==> config.mk <==
export PLATFORM = sky130hd
export DESIGN_NAME = jts16_sndcmd_tx
export DESIGN_NICKNAME = d
export VERILOG_FILES = /design/src/rtl/jts16_sndcmd_tx.sv
export SDC_FILE = /design/constraint.sdc
export NUM_CORES = 1
export LEC_CHECK = 0
export ABC_AREA = 1
export BUFFER_PORTS_ARGS = -buffer_cell sky130_fd_sc_hd__buf_2
export CAP_MARGIN = 20
export CORE_MARGIN = 5
export CORE_UTILIZATION = 47
export CTS_BUF_LIST = sky130_fd_sc_hd__clkbuf_8
export DETAILED_ROUTE_END_ITERATION = 16
export GPL_TIMING_DRIVEN = 0
export PLACE_DENSITY = 0.77
export SLEW_MARGIN = 30
export SYNTH_ARGS = -nofsm -noshare
export SYNTH_HDL_FRONTEND = slang
export SYNTH_SLANG_ARGS = --single-unit
==> constraint.sdc <==
create_clock -name clk -period 1.3 [get_ports clk]
set_input_delay 0.065 -clock clk [delete_from_list [all_inputs] [get_ports clk]]
set_output_delay 0.065 -clock clk [all_outputs]
set_load 0.03 [all_outputs]
==> src/rtl/jts16_sndcmd_tx.sv <==
`default_nettype none
// +--------------------------------------------------------------------------+
// | Module      : jts16_sndcmd_tx                                            |
// | Description : Main-CPU sound command transmitter. With                   |
// |               JTS16_SNDCMD_FIFO_EN defined, bytes are queued and handed  |
// |               over one at a time with an irqn/ack handshake; otherwise a |
// |               single latch with a fixed-width irqn pulse.                |
// | Revision    : 1.0 - initial release                                      |
// +--------------------------------------------------------------------------+
module jts16_sndcmd_tx #(
    parameter int AW   = 2,
    parameter int IRQW = 8
) (
    input  logic          clk,
    input  logic          rst_n,
    input  logic          cpu_we,
    input  logic [7:0]    cpu_din,
    output logic [7:0]    latch,
    output logic          irqn,
    input  logic          ack,
    input  logic          ovf_clr,
    output logic          full,
    output logic          empty,
    output logic [AW:0]   level,
    output logic          overflow
);
    localparam logic [7:0] c_irqw = 8'(IRQW);

    logic [7:0] r_latch;
    logic [7:0] r_cnt;
    logic       r_irqn;

    assign latch = r_latch;
    assign irqn  = r_irqn;

`ifdef JTS16_SNDCMD_FIFO_EN
    localparam int unsigned c_depth = 1 << AW;
    localparam logic [AW:0] c_one   = 1;
    localparam logic [1:0]  c_idle  = 2'd0;
    localparam logic [1:0]  c_req   = 2'd1;
    localparam logic [1:0]  c_rel   = 2'd2;

    logic [7:0]  r_mem [c_depth];
    logic [AW:0] r_wr_ptr;
    logic [AW:0] r_rd_ptr;
    logic [1:0]  r_state;
    logic        r_ack_l;
    logic        r_got_ack;
    logic        r_overflow;

    logic [AW:0] w_level;
    logic        w_full;
    logic        w_empty;
    logic        w_pop;
    logic        w_push;
    logic        w_ack_rise;

    // Pointers carry one extra bit so full and empty are distinguishable.
    assign w_level    = r_wr_ptr - r_rd_ptr;
    assign w_full     = w_level[AW];
    assign w_empty    = (w_level == '0);
    assign w_ack_rise = ack & ~r_ack_l;
    assign w_pop      = ~w_empty & ((r_state == c_idle) | ((r_state == c_rel) & ~ack));
    assign w_push     = cpu_we & (~w_full | w_pop);

    assign full     = w_full;
    assign empty    = w_empty;
    assign level    = w_level;
    assign overflow = r_overflow;

    always_ff @(posedge clk) begin
        if (w_push) begin
            r_mem[r_wr_ptr[AW-1:0]] <= cpu_din;
        end
    end

    always_ff @(posedge clk or negedge rst_n) begin
        if (!rst_n) begin
            r_wr_ptr   <= '0;
            r_rd_ptr   <= '0;
            r_ack_l    <= 1'b0;
            r_overflow <= 1'b0;
        end else begin
            r_ack_l <= ack;
            if (w_push) begin
                r_wr_ptr <= r_wr_ptr + c_one;
            end
            if (w_pop) begin
                r_rd_ptr <= r_rd_ptr + c_one;
            end
            if (ovf_clr) begin
                r_overflow <= 1'b0;
            end else if (cpu_we && !w_push) begin
                r_overflow <= 1'b1;
            end
        end
    end

    always_ff @(posedge clk or negedge rst_n) begin
        if (!rst_n) begin
            r_state   <= c_idle;
            r_latch   <= 8'h00;
            r_irqn    <= 1'b1;
            r_cnt     <= 8'd0;
            r_got_ack <= 1'b0;
        end else if (w_pop) begin
            r_latch   <= r_mem[r_rd_ptr[AW-1:0]];
            r_irqn    <= 1'b0;
            r_cnt     <= 8'd0;
            r_got_ack <= 1'b0;
            r_state   <= c_req;
        end else begin
            case (r_state)
                c_req: begin
                    if (r_cnt < c_irqw) begin
                        r_cnt <= r_cnt + 8'd1;
                    end
                    if (w_ack_rise) begin
                        r_got_ack <= 1'b1;
                    end
                    // got_ack is registered, so release lands one cycle after the rising edge
                    if (r_got_ack && (r_cnt >= c_irqw - 8'd1)) begin
                        r_irqn    <= 1'b1;
                        r_got_ack <= 1'b0;
                        r_state   <= c_rel;
                    end
                end
                c_rel: begin
                    if (!ack) begin
                        r_state <= c_idle;
                    end
                end
                default: begin
                    r_state <= c_idle;
                end
            endcase
        end
    end
`else
    logic w_unused;

    assign full     = 1'b0;
    assign empty    = 1'b1;
    assign level    = '0;
    assign overflow = 1'b0;
    assign w_unused = &{1'b0, ack, ovf_clr};

    // Every write restarts a fixed irqn pulse; the sound CPU ack plays no part.
    always_ff @(posedge clk or negedge rst_n) begin
        if (!rst_n) begin
            r_latch <= 8'h00;
            r_irqn  <= 1'b1;
            r_cnt   <= 8'd0;
        end else if (cpu_we) begin
            r_latch <= cpu_din;
            r_irqn  <= 1'b0;
            r_cnt   <= c_irqw - 8'd1;
        end else if (!r_irqn) begin
            if (r_cnt == 8'd0) begin
                r_irqn <= 1'b1;
            end else begin
                r_cnt <= r_cnt - 8'd1;
            end
        end
    end
`endif

endmodule
`default_nettype wire

==> flow_summary.json <==
{
  "ys_ff_latch": 17,
  "io_pins": 28,
  "ys_top_cells_by_area": "dfrtp_1, nand2_1, buf_4",
  "synth_top_family_by_area": "simple AND/OR/NAND/NOR gates",
  "yosysWarnings": 0,
  "max_stage_delay_ns": 0.39,
  "layout.nets": 162,
  "wirelength_um": 1990,
  "path_class": "flop to flop",
  "path_clk_slew_ns": 0.06,
  "numCtsBuffers": 3,
  "muxShareOfSynthArea_pct": 0,
  "cp-start-kind": "flop",
  "syn_avg_cell_area_um2": 7.710,
  "fp.dieH_um": 53.81,
  "die_x_um": 53.81,
  "final_hold_viol_count": 0,
  "start_util_pct": 50.60,
  "fin_tns_setup_ns": 0,
  "ys.flop_type": "dfrtp_1",
  "dieArea_mm2": 0.002896,
  "netlist.area_leader.share_pct": 44.38,
  "nFillCells": 156,
  "power.leakage_nw": 0.6748,
  "place_ws_ns": -0.1488,
  "dp.cells": 164,
  "ys_top_cells_by_count": "nand2_1, dfrtp_1, inv_1",
  "path_max_fanout": 5,
  "cts_tree": "done",
  "ir_worst_vdd_mv": 0.7862,
  "ys_async_sr_fraction_pct": 100.0,
  "powerDensity_mw_per_mm2": 1039,
  "yosysMostFrequentCell": "nand2_1",
  "netlist_area_um2": 902.1,
  "numPortBuffers": 18,
  "rows": 15,
  "htree_num_levels": 1,
  "dr.pass1.iters": 5,
  "avgViaCountPerCell": 4.767,
  "syn_to_final_growth_pct": 29.82,
  "timing.fmax_mhz": 776.2,
  "grt-ovfl-total": 0,
  "drtIter0Drc": 19,
  "drive_above_1_share_pct": 36.05,
  "cp.arrival_ns": 1.48,
  "regToRegSetupSlack_ns": 0.01,
  "synthXorXnorAreaFrac_pct": 0,
  "yosysSeqAreaShare_pct": 47.30,
  "final_cells": 172,
  "diodes": 0,
  "dp_hpwl_um": 1457,
  "fin_crit_sh_pct": 99.10,
  "wl_per_cell_um": 11.57,
  "synth_top_cell_by_area": "dfrtp_1",
  "vias": 820,
  "clock-sinks": 17,
  "synth_cells": 117,
  "max_cap_violations": 0,
  "layout_setup_ws_ns": 0.01171,
  "grt_max_degree": 18,
  "setup_viol_count_final": 0,
  "crit_required_ns": 1.49,
  "grt_pass1_vias": 831,
  "final_antenna_net_count": 0,
  "clk_path_buf_depth": 2,
  "synthAdderAreaFrac_pct": 1.387,
  "place.gp.congestion": 0.8477,
  "synth_edf_count": 0,
  "clk_latency_ns": 0.25,
  "root_buffer": "clkbuf_8",
  "skew_ns": 0.002137,
  "synth_compound_area_share_pct": 3.467,
  "crit_chain": "inv_2 > ha_4 > nand3_4 > o21ai_4 > nand2_4 > clkinv_4 > nand2_2 > nand2_2",
  "yosys.area_share.simple_pct": 35.37,
  "grt_setup_unrepaired": "true",
  "slowest_stage": "dfrtp_1",
  "antenna_found_initial": 0,
  "path_common_cell": "nand2_2",
  "grt_usage_pct": 17.18,
  "holdCritPathClass": "input port to flop",
  "crit_path_end_kind": "flop",
  "grt_pass1_wl_um": 3581,
  "core_area_mm2": 0.001783,
  "layout_min_cycle_time_ns": 1.288,
  "status": "finished, final reports clean",
  "final-max-slew-violation-count": 0,
  "drc_errors": 0,
  "yosysUniqueCellTypes": 21
}
## cell families after synthesis
| group | count (synthesis) |
|---|---|
| and+or+nand+nor | 73 |
| buffers and inverters | 20 |
| DFF | 17 |
| AOI/OAI and AO/OA | 4 |
| other | 2 |
| adders and majority gates | 1 |
## per-stage QoR
step / hold WS [ns] / power (mW) / util [%] / cell area [µm²]
4_1_cts: 0.003826 / 1.221 / 62.46 / 1114
5_1_grt: 0.01793 / 1.300 / 65.68 / 1171
6_report: 0.006754 / 1.217 / 65.68 / 1171
2_1_floorplan: -0.2306 / 0.7485 / - / 917.1
3_3_place_gp: 0.006419 / 0.8064 / 58.25 / 1039
3_5_place_dp: 0.01235 / 0.8147 / 58.25 / 1039
## cell type report
cell class	instances	area (µm²)	area share, %
clock inverters	1	3.754	0.3205
plain buffers	8	55.05	4.701
clock buffers	3	41.29	3.526
multi-input cells	84	440.4	37.61
inverters	12	50.05	4.274
flip-flops and latches	17	426.7	36.43
repair buffers	22	122.6	10.47
well taps	25	31.28	2.671
## layout by cell type, fill, tap and decap left out, drive strengths merged, types with 3 or more instances in the layout
cell and instances:
buf 29, nand2 50, clkbuf 3, dfrtp 16
nor2 10, conb 6, nand3 6, inv 12
nand4 6, o21ai 4
## final timing paths
check	to	depth (start not counted)	startpoint
min reg2reg	latch[6]$_DFFE_PN0P_	2	latch[6]$_DFFE_PN0P_
max	r_cnt[5]$_DFFE_PN0P_	8	r_cnt[0]$_DFFE_PN0P_
min in group asynchronous	r_cnt[3]$_DFFE_PN0P_	2	rst_n
max reg2reg	r_cnt[5]$_DFFE_PN0P_	8	r_cnt[0]$_DFFE_PN0P_
max in group asynchronous	irqn$_DFF_PN1_	2	rst_n
min	latch[6]$_DFFE_PN0P_	3	cpu_din[6]
## where the power goes
| part | leakage (nW) | switching, mW | internal (mW) | total (mW) |
|---|---|---|---|---|
| clock | 0.0269 | 0.177 | 0.210 | 0.387 |
| combinational | 0.440 | 0.160 | 0.0845 | 0.244 |
| sequential | 0.207 | 0.0223 | 0.563 | 0.585 |
## flip-flops by register name, summed over array words and instances (netlist names)
register,cells
irqn,1
latch,8
r_cnt,8
## critical path, delay by kind of cell, from the launching register on
family | cells | cell delay, ns
AND/OR/NAND/NOR | 4 | 0.29
AO/OA/AOI/OAI | 1 | 0.19
adder cells (fa/ha/maj) | 1 | 0.17
flip-flops | 1 | 0.39
buffers and inverters | 2 | 0.18
## repair_timing
| item | CTS | global route |
|---|---|---|
| resized for setup | 5 | 11 |
| hold endpoints to repair | 16 | 0 |
| hold buffers | 1 | 0 |
| endpoints found under the setup margin | 8 | 7 |
| pin swaps | 1 | 5 |
| cloned | 0 | 0 |
| buffers inserted | 0 | 3 |
## routing by layer
| layer | GRT usage, % | share of wire (%) |
|---|---|---|
| met5 | 0 | 0 |
| met1 | 19.04 | 41 |
| met4 | 8.511 | 2.0 |
| met3 | 3.878 | 7.3 |
| met2 | 30.44 | 49 |
Power figures use the tool's default switching activity.
